[src/rtl/bomb_place_arbiter.sv]
// bomb_place_arbiter: shares the bomb map between players A and B.
// Arbitrates place requests round-robin, checks legality, writes new bombs,
// issues the periodic bomb_tick and tracks live bombs per player.
//
// Ports:
//   clk, rst            clock, synchronous active-high reset
//   req_a, ax, ay       player A place request pulse and cell coords
//   req_b, bx, by       player B place request pulse and cell coords
//   game_state          0 = running, otherwise placement refused
//   map_state           bomb map, cell 10*x+y at bits [2k+1:2k]
//   ack_a/b, nack_a/b   1-cycle result pulses per player
//   wr_en, wr_idx,      map write strobe, cell index, value (always 1)
//   wr_val
//   bomb_tick           1-cycle strobe advancing the bomb map
//   bombs_a, bombs_b    live bomb count per player
//   busy                arbiter FSM not idle
module bomb_place_arbiter #(
    parameter int TICK_DIV  = 50_000_000,
    parameter int MAX_BOMBS = 2
) (
    input  logic         clk,
    input  logic         rst,
    input  logic         req_a,
    input  logic [3:0]   ax,
    input  logic [3:0]   ay,
    input  logic         req_b,
    input  logic [3:0]   bx,
    input  logic [3:0]   by,
    input  logic [1:0]   game_state,
    input  logic [199:0] map_state,
    output logic         ack_a,
    output logic         ack_b,
    output logic         nack_a,
    output logic         nack_b,
    output logic         wr_en,
    output logic [6:0]   wr_idx,
    output logic [1:0]   wr_val,
    output logic         bomb_tick,
    output logic [2:0]   bombs_a,
    output logic [2:0]   bombs_b,
    output logic         busy
);

    localparam int CW = (TICK_DIV > 1) ? $clog2(TICK_DIV) : 1;
    localparam logic [CW-1:0] TICK_LAST = CW'(TICK_DIV - 1);
    localparam logic [2:0] MAX_CNT = 3'(MAX_BOMBS);

    localparam logic [1:0] S_IDLE  = 2'd0;
    localparam logic [1:0] S_CHECK = 2'd1;
    localparam logic [1:0] S_WRITE = 2'd2;
    localparam logic [1:0] S_TICK  = 2'd3;

    localparam logic P_A = 1'b0;
    localparam logic P_B = 1'b1;

    logic [1:0]    r_state;
    logic [CW-1:0] r_tick_cnt;
    logic          r_tick_due;
    logic          r_pend_a;
    logic          r_pend_b;
    logic [3:0]    r_ax;
    logic [3:0]    r_ay;
    logic [3:0]    r_bx;
    logic [3:0]    r_by;
    logic          r_grant;
    logic          r_last;
    logic [99:0]   r_own_a;
    logic [99:0]   r_own_b;
    logic [2:0]    r_cnt_a;
    logic [2:0]    r_cnt_b;

    logic          w_run;
    logic          w_pick;
    logic [3:0]    w_x;
    logic [3:0]    w_y;
    logic [6:0]    w_idx;
    logic [1:0]    w_cell;
    logic          w_owned;
    logic          w_xy_ok;
    logic          w_cnt_ok;
    logic          w_legal;
    logic [99:0]   w_clr_a;
    logic [99:0]   w_clr_b;
    logic [6:0]    w_ncl_a;
    logic [6:0]    w_ncl_b;
    logic [2:0]    w_dec_a;
    logic [2:0]    w_dec_b;

    // Reset masks the strobes so a write caught mid-flight never lands.
    assign w_run = !rst;

    // On a tie the player not granted last time wins.
    assign w_pick = (r_pend_a && r_pend_b) ? ~r_last : r_pend_b;

    assign w_x = (r_grant == P_B) ? r_bx : r_ax;
    assign w_y = (r_grant == P_B) ? r_by : r_ay;

    // 10*x + y as 8*x + 2*x + y
    assign w_idx = {w_x, 3'b000}
                 + {2'b00, w_x, 1'b0}
                 + {3'b000, w_y};

    // Index only meaningful when coords are in range; w_xy_ok gates it.
    assign w_cell  = map_state[{w_idx, 1'b0} +: 2];
    assign w_owned = r_own_a[w_idx] | r_own_b[w_idx];

    assign w_xy_ok = (w_x >= 4'd1) && (w_x <= 4'd8)
                  && (w_y >= 4'd1) && (w_y <= 4'd8);

    assign w_cnt_ok = (r_grant == P_B) ? (r_cnt_b < MAX_CNT)
                                       : (r_cnt_a < MAX_CNT);

    assign w_legal = (game_state == 2'd0) && w_xy_ok
                  && (w_cell == 2'd0) && !w_owned && w_cnt_ok;

    // Owned cells that have exploded are released on a tick.
    always_comb begin
        w_clr_a = '0;
        w_clr_b = '0;
        for (int k = 0; k < 100; k++) begin
            w_clr_a[k] = r_own_a[k] && (map_state[2*k +: 2] == 2'd3);
            w_clr_b[k] = r_own_b[k] && (map_state[2*k +: 2] == 2'd3);
        end
    end

    assign w_ncl_a = 7'($countones(w_clr_a));
    assign w_ncl_b = 7'($countones(w_clr_b));

    assign w_dec_a = ({4'd0, r_cnt_a} <= w_ncl_a) ? 3'd0
                   : r_cnt_a - w_ncl_a[2:0];
    assign w_dec_b = ({4'd0, r_cnt_b} <= w_ncl_b) ? 3'd0
                   : r_cnt_b - w_ncl_b[2:0];

    assign wr_en     = w_run && (r_state == S_WRITE);
    assign wr_idx    = wr_en ? w_idx : 7'd0;
    assign wr_val    = wr_en ? 2'd1 : 2'd0;
    assign ack_a     = wr_en && (r_grant == P_A);
    assign ack_b     = wr_en && (r_grant == P_B);
    assign nack_a    = w_run && (r_state == S_CHECK)
                    && !w_legal && (r_grant == P_A);
    assign nack_b    = w_run && (r_state == S_CHECK)
                    && !w_legal && (r_grant == P_B);
    assign bomb_tick = w_run && (r_state == S_TICK);
    assign bombs_a   = r_cnt_a;
    assign bombs_b   = r_cnt_b;
    assign busy      = w_run && (r_state != S_IDLE);

    always_ff @(posedge clk) begin
        if (rst) begin
            r_state    <= S_IDLE;
            r_tick_cnt <= '0;
            r_tick_due <= 1'b0;
            r_pend_a   <= 1'b0;
            r_pend_b   <= 1'b0;
            r_ax       <= 4'd0;
            r_ay       <= 4'd0;
            r_bx       <= 4'd0;
            r_by       <= 4'd0;
            r_grant    <= P_A;
            r_last     <= P_B;
            r_own_a    <= '0;
            r_own_b    <= '0;
            r_cnt_a    <= 3'd0;
            r_cnt_b    <= 3'd0;
        end else begin
            if (r_tick_cnt == TICK_LAST) begin
                r_tick_cnt <= '0;
            end else begin
                r_tick_cnt <= r_tick_cnt + CW'(1);
            end

            if (r_tick_cnt == TICK_LAST) begin
                r_tick_due <= 1'b1;
            end else if (r_state == S_TICK) begin
                r_tick_due <= 1'b0;
            end

            // A request arriving while one is pending is dropped.
            if (req_a && !r_pend_a) begin
                r_pend_a <= 1'b1;
                r_ax     <= ax;
                r_ay     <= ay;
            end
            if (req_b && !r_pend_b) begin
                r_pend_b <= 1'b1;
                r_bx     <= bx;
                r_by     <= by;
            end

            unique case (1'b1)
                (r_state == S_IDLE): begin
                    if (r_tick_due) begin
                        r_state <= S_TICK;
                    end else if (r_pend_a || r_pend_b) begin
                        r_grant <= w_pick;
                        r_last  <= w_pick;
                        r_state <= S_CHECK;
                    end
                end
                (r_state == S_CHECK): begin
                    if (w_legal) begin
                        r_state <= S_WRITE;
                    end else begin
                        if (r_grant == P_A) r_pend_a <= 1'b0;
                        else                r_pend_b <= 1'b0;
                        r_state <= S_IDLE;
                    end
                end
                (r_state == S_WRITE): begin
                    if (r_grant == P_A) begin
                        r_cnt_a        <= r_cnt_a + 3'd1;
                        r_own_a[w_idx] <= 1'b1;
                        r_pend_a       <= 1'b0;
                    end else begin
                        r_cnt_b        <= r_cnt_b + 3'd1;
                        r_own_b[w_idx] <= 1'b1;
                        r_pend_b       <= 1'b0;
                    end
                    r_state <= S_IDLE;
                end
                (r_state == S_TICK): begin
                    r_own_a <= r_own_a & ~w_clr_a;
                    r_own_b <= r_own_b & ~w_clr_b;
                    r_cnt_a <= w_dec_a;
                    r_cnt_b <= w_dec_b;
                    r_state <= S_IDLE;
                end
                default: begin
                    r_state <= S_IDLE;
                end
            endcase
        end
    end

endmodule

[config.mk]
export PLATFORM = sky130hd
export DESIGN_NAME = bomb_place_arbiter
export DESIGN_NICKNAME = d
export VERILOG_FILES = /design/src/rtl/bomb_place_arbiter.sv
export SDC_FILE = /design/constraint.sdc
export NUM_CORES = 1
export LEC_CHECK = 0
export ABC_AREA = 1
export BUFFER_PORTS_ARGS = -buffer_cell sky130_fd_sc_hd__buf_2
export CAP_MARGIN = 30
export CORE_ASPECT_RATIO = 1.1
export CORE_MARGIN = 5
export CORE_UTILIZATION = 50
export CTS_CLUSTER_DIAMETER = 100
export DETAILED_ROUTE_END_ITERATION = 10
export PLACE_DENSITY = 0.8
export SYNTH_ARGS = -nofsm -noshare
export SYNTH_HDL_FRONTEND = slang
export SYNTH_SLANG_ARGS = --single-unit
export TNS_END_PERCENT = 1
[constraint.sdc]
create_clock -name clk -period 14.97 [get_ports clk]
set_input_delay 0 -clock clk [delete_from_list [all_inputs] [get_ports clk]]
set_output_delay 0 -clock clk [all_outputs]
set_load 0.01 [all_outputs]
==> flow_summary_export.csv <==
group,metric,value,unit
min_path,capture_endpoint_of_the_worst_hold_path,"r_own_a[84]",
critical_path,timing.reg2reg.setup_slack,7.37,ns
die,start_util,0.507,
run_status,status,"complete, no violations",
power_and_ir_drop,comb_power_share,0.588,
timing,final-setup-viol-count,0,
logic_synthesis,synth_edf_count,0,
detailed_routing,number_of_optimization_iterations_in_the_first_detailed_route_pass,6,
cts,post_cts_resized,0,
min_path,min_delay_path_depth,4,
cts,cts_inserted_buffers,30,
power_and_ir_drop,power.share.switching,0.552,
timing,max_slew_margin,0.272,
timing,setup_tns,0,ns
logic_synthesis,synth_sequential_area_ratio,0.243,
logic_synthesis,synth-async-reset-ratio,0,
placed_design,buffer_ports.inserted,242,
die,ioPinCount,244,
cts,clock-root-buffer,"sky130_fd_sc_hd__clkbuf_16",
critical_path,critical_path.reg2reg.startpoint,"r_own_b[79]",
critical_path,setup_cp_type,"register to register",
critical_path,critPathCaptureType,"register",
final_layout,post_route_cells_drive_above_1_share,0.0937,
timing,final-hold-violation-count,0,
min_path,hold_path.startpoint,"map_state[169]",
detailed_routing,drt.antenna.violating_nets,0,
power_and_ir_drop,power.net_switching,0.00200,W
global_routing,antenna_found_initial,0,
timing,timing_max_transition_violations_final,0,
detailed_routing,avgViaCountPerCell,5.69,
final_layout,n_antenna_cell,0,
global_routing,pin_count_of_the_biggest_net_entering_global_routing,97,
logic_synthesis,postSynthAreaPerCell,6.56,um2
detailed_routing,wl_per_cell,19.2,um
timing,worst_pin_slew,1.09,ns
timing,fin_crit,7.60,ns
cts,clock_latency,0.60,ns
power_and_ir_drop,ir_worst_vdd,0.000197,V
power_and_ir_drop,clkPwrFrac,0.209,
die,chipHeight,225,um
detailed_routing,number_of_design_rule_violations_left_after_detail_routing,0,
power_and_ir_drop,report.power.total,0.00362,W
cts,clk_pin_slew,0.07,ns
power_and_ir_drop,power.sequential.fraction,0.203,
placed_design,gpl.final_weighted_congestion,0.964,
cts,ctsHtreeMaxLevel,1,
die,chipWidth,205,um
critical_path,r2r_end,"bombs_b[0]",
cts,clkSinkCount,255,
detailed_routing,route.vias.total,23700,
detailed_routing,drt-initial-drc-count,3658,
critical_path,timing.critical_path.required,15.49,ns
min_path,holdCritPathClass,"primary input to register",
timing,final.setup_skew,0.0195,ns
timing,final_min_period_over_clock_period,0.508,
die,core-area,41400,um2
logic_synthesis,synthDominantCellAreaShare,0.243,
logic_synthesis,synthDistinctLibCells,37,
timing,setup_repair_after_global_routing_missed_its_margin,"false",
global_routing,congestion_overflow_gr,0,
cts,cts_buffer_depth,3,
final_layout,num-nets-final,4036,
global_routing,grt_first_pass_wirelength,123,mm
critical_path,worst_r2r_path_depth,26,
logic_synthesis,postSynthNetCount,3660,
power_and_ir_drop,cellLeakagePower,11.4,nW
logic_synthesis,syn-cell-area,21000,um2
die,fp.dieArea,46200,um2
logic_synthesis,commonest_register_cell_after_synthesis,"sky130_fd_sc_hd__dfxtp_1",
logic_synthesis,post_synth_main_area_contributors,"sky130_fd_sc_hd__dfxtp_1 (24%), sky130_fd_sc_hd__fa_1 (17%), sky130_fd_sc_hd__nand2_1 (16%)",
logic_synthesis,netlist.top_cell.by_area,"sky130_fd_sc_hd__dfxtp_1",
die,rows,78,
logic_synthesis,synthCells,3200,
logic_synthesis,postSynthRegisterBits,255,
run,maxCapViolCount,0,
final_layout,area_growth_syn_to_layout,23.3,%
placed_design,dpl.hpwl,53.3,mm
critical_path,timing.critical_path.from_type,"register",
global_routing,gr-usage-all-layers,0.335,
global_routing,via_count_of_the_first_global_routing_pass,22900,
logic_synthesis,ys.warnings.count,0,
timing,max_freq,132,MHz
critical_path,timing.critical_path.arrival,8.12,ns
power_and_ir_drop,power_density,140,nW/um2
detailed_routing,totalWireLength,79.8,mm
critical_path,critical_path_peak_fanout,3,
power_and_ir_drop,intPower,0.00162,W
cts,cts_tree,"yes",
[state kept, by name, indices dropped and copies added (netlist names)]
register    count
r_tick_cnt     26
r_tick_due      1
r_by            4
r_own_b       100
r_grant         1
r_state         2
r_ay            4
bombs_b         3
r_pend_b        1
r_own_a       100
r_bx            4
r_last          1
r_pend_a        1
r_ax            4
bombs_a         3
[power by group through the flow]
stage,combinational [W],sequential (W),clock (W)
5_1_grt,0.00224,0.000738,0.000780
4_1_cts,0.00202,0.000733,0.000755
3_5_place_dp,0.00196,0.000747,0
3_3_place_gp,0.00194,0.000746,0
6_report,0.00213,0.000735,0.000755
2_1_floorplan,0.00121,0.000737,0
[final cells by class]
type                    instances  area (um2)
repair buffers                502        3820
clock buffers                  43         840
inverters                     385        1450
well taps                     560         701
fillers                      3590       15500
multi-input cells            2402       13800
clock inverters                11         146
flip-flops and latches        255        5100
[worst max path at each step]
stage,start,to,slack [ns],cells past startpoint
after floorplan,r_own_a[37],bombs_a[0],7.95,26
after global placement,r_own_a[37],bombs_a[0],7.59,26
after detailed placement,r_own_b[49],bombs_b[0],7.41,24
after CTS,r_own_b[97],bombs_b[0],7.42,28
after global routing,r_own_a[43],bombs_a[0],7.01,26
final,r_own_b[79],bombs_b[0],7.37,26
[logic make-up (layout without fill, tap and decap cells)]
group / Yosys count / count (layout) / share of synthesized area
AO/OA/AOI/OAI: 509 / 509 / 0.124
XOR/XNOR: 17 / 17 / 0.00709
adder cells (fa/ha/maj): 238 / 238 / 0.206
buffers and inverters: 543 / 941 / 0.102
flip-flops: 255 / 255 / 0.243
other: 1 / 1 / 0.000179
AND/OR/NAND/NOR: 1637 / 1637 / 0.317
[stage by stage]
| stage | hold slack (ns) | instances | cell area, um2 | utilization | setup slack [ns] |
|---|---|---|---|---|---|
| 2_1_floorplan | 0.135 | 3200 | 21000 | - | 7.95 |
| 3_3_place_gp | 0.222 | 3871 | 22500 | 0.543 | 7.59 |
| 3_5_place_dp | 0.227 | 3875 | 22600 | 0.546 | 7.41 |
| 4_1_cts | 0.0218 | 4158 | 25900 | 0.625 | 7.42 |
| 5_1_grt | 0.0254 | 4158 | 25900 | 0.625 | 7.01 |
| 6_report | 0.0412 | 4158 | 25900 | 0.625 | 7.37 |
[routing by layer]
metal,routed length (um),vias up,global-route usage,part of all wire
li1,-,10900,-,-
met1,29100,10700,0.433,0.36
met2,35700,1736,0.536,0.45
met3,10100,348,0.0683,0.13
met4,4880,0,0.170,0.061
met5,0,-,0,0
[critical path, stage by stage (launching register included)]
cell and delay (ns):
sky130_fd_sc_hd__dfxtp_1 0.36, sky130_fd_sc_hd__inv_1 0.06, sky130_fd_sc_hd__nor2_1 0.15, sky130_fd_sc_hd__fa_1 0.43, sky130_fd_sc_hd__inv_1 0.09, sky130_fd_sc_hd__fa_1 0.47
sky130_fd_sc_hd__fa_1 0.61, sky130_fd_sc_hd__fa_1 0.46, sky130_fd_sc_hd__fa_1 0.57, sky130_fd_sc_hd__inv_1 0.06, sky130_fd_sc_hd__fa_1 0.47, sky130_fd_sc_hd__inv_1 0.05
sky130_fd_sc_hd__fa_1 0.49, sky130_fd_sc_hd__fa_1 0.52, sky130_fd_sc_hd__fa_1 0.53, sky130_fd_sc_hd__inv_1 0.05, sky130_fd_sc_hd__ha_1 0.19, sky130_fd_sc_hd__fa_1 0.41
sky130_fd_sc_hd__xnor2_1 0.15, sky130_fd_sc_hd__ha_1 0.32, sky130_fd_sc_hd__inv_1 0.09, sky130_fd_sc_hd__nor3_1 0.05, sky130_fd_sc_hd__a211oi_1 0.22, sky130_fd_sc_hd__nand3_1 0.09
sky130_fd_sc_hd__nor3_1 0.35, sky130_fd_sc_hd__nand3_1 0.12, sky130_fd_sc_hd__a31oi_1 0.16
[repair_timing]
action / CTS / global route
hold endpoints to repair: 220 / 0
hold buffers: 229 / 0
buffers inserted: 0 / 0
[cell usage in the layout, fill, tap and decap left out, types with 4 or more instances in the layout]
| cell type | n |
|---|---|
| sky130_fd_sc_hd__buf_2 | 241 |
| sky130_fd_sc_hd__ha_1 | 58 |
| sky130_fd_sc_hd__clkbuf_8 | 4 |
| sky130_fd_sc_hd__clkinv_2 | 5 |
| sky130_fd_sc_hd__nor3_1 | 13 |
| sky130_fd_sc_hd__nand3_1 | 342 |
| sky130_fd_sc_hd__nand4_1 | 8 |
| sky130_fd_sc_hd__nand2_1 | 895 |
| sky130_fd_sc_hd__xor2_1 | 10 |
| sky130_fd_sc_hd__nor2_4 | 6 |
| sky130_fd_sc_hd__fa_1 | 180 |
| sky130_fd_sc_hd__inv_1 | 377 |
| sky130_fd_sc_hd__dlygate4sd3_1 | 229 |
| sky130_fd_sc_hd__dfxtp_1 | 255 |
| sky130_fd_sc_hd__buf_4 | 27 |
| sky130_fd_sc_hd__buf_16 | 4 |
| sky130_fd_sc_hd__clkbuf_1 | 9 |
| sky130_fd_sc_hd__xnor2_1 | 7 |
| sky130_fd_sc_hd__o21a_1 | 4 |
| sky130_fd_sc_hd__a211oi_1 | 6 |
| sky130_fd_sc_hd__nor2_1 | 356 |
| sky130_fd_sc_hd__inv_2 | 6 |
| sky130_fd_sc_hd__a31oi_1 | 5 |
| sky130_fd_sc_hd__o21ai_1 | 8 |
| sky130_fd_sc_hd__clkbuf_16 | 30 |
| sky130_fd_sc_hd__o21ai_0 | 246 |
| sky130_fd_sc_hd__a21oi_1 | 231 |
[cells in the mapped netlist, drive strengths merged, types with 3 or more instances]
master	n
o21a	4
buf	61
xnor2	7
or2	3
nor3	13
nand2	898
nor2	363
clkinv	3
inv	382
nand3b	3
fa	180
nand3	342
ha	58
nor3b	3
nand4	8
o31ai	3
a31oi	5
o21ai	254
a21oi	231
clkbuf	97
dfxtp	255
xor2	10
a211oi	6
Note: power is estimated with default switching activity, not from simulation.
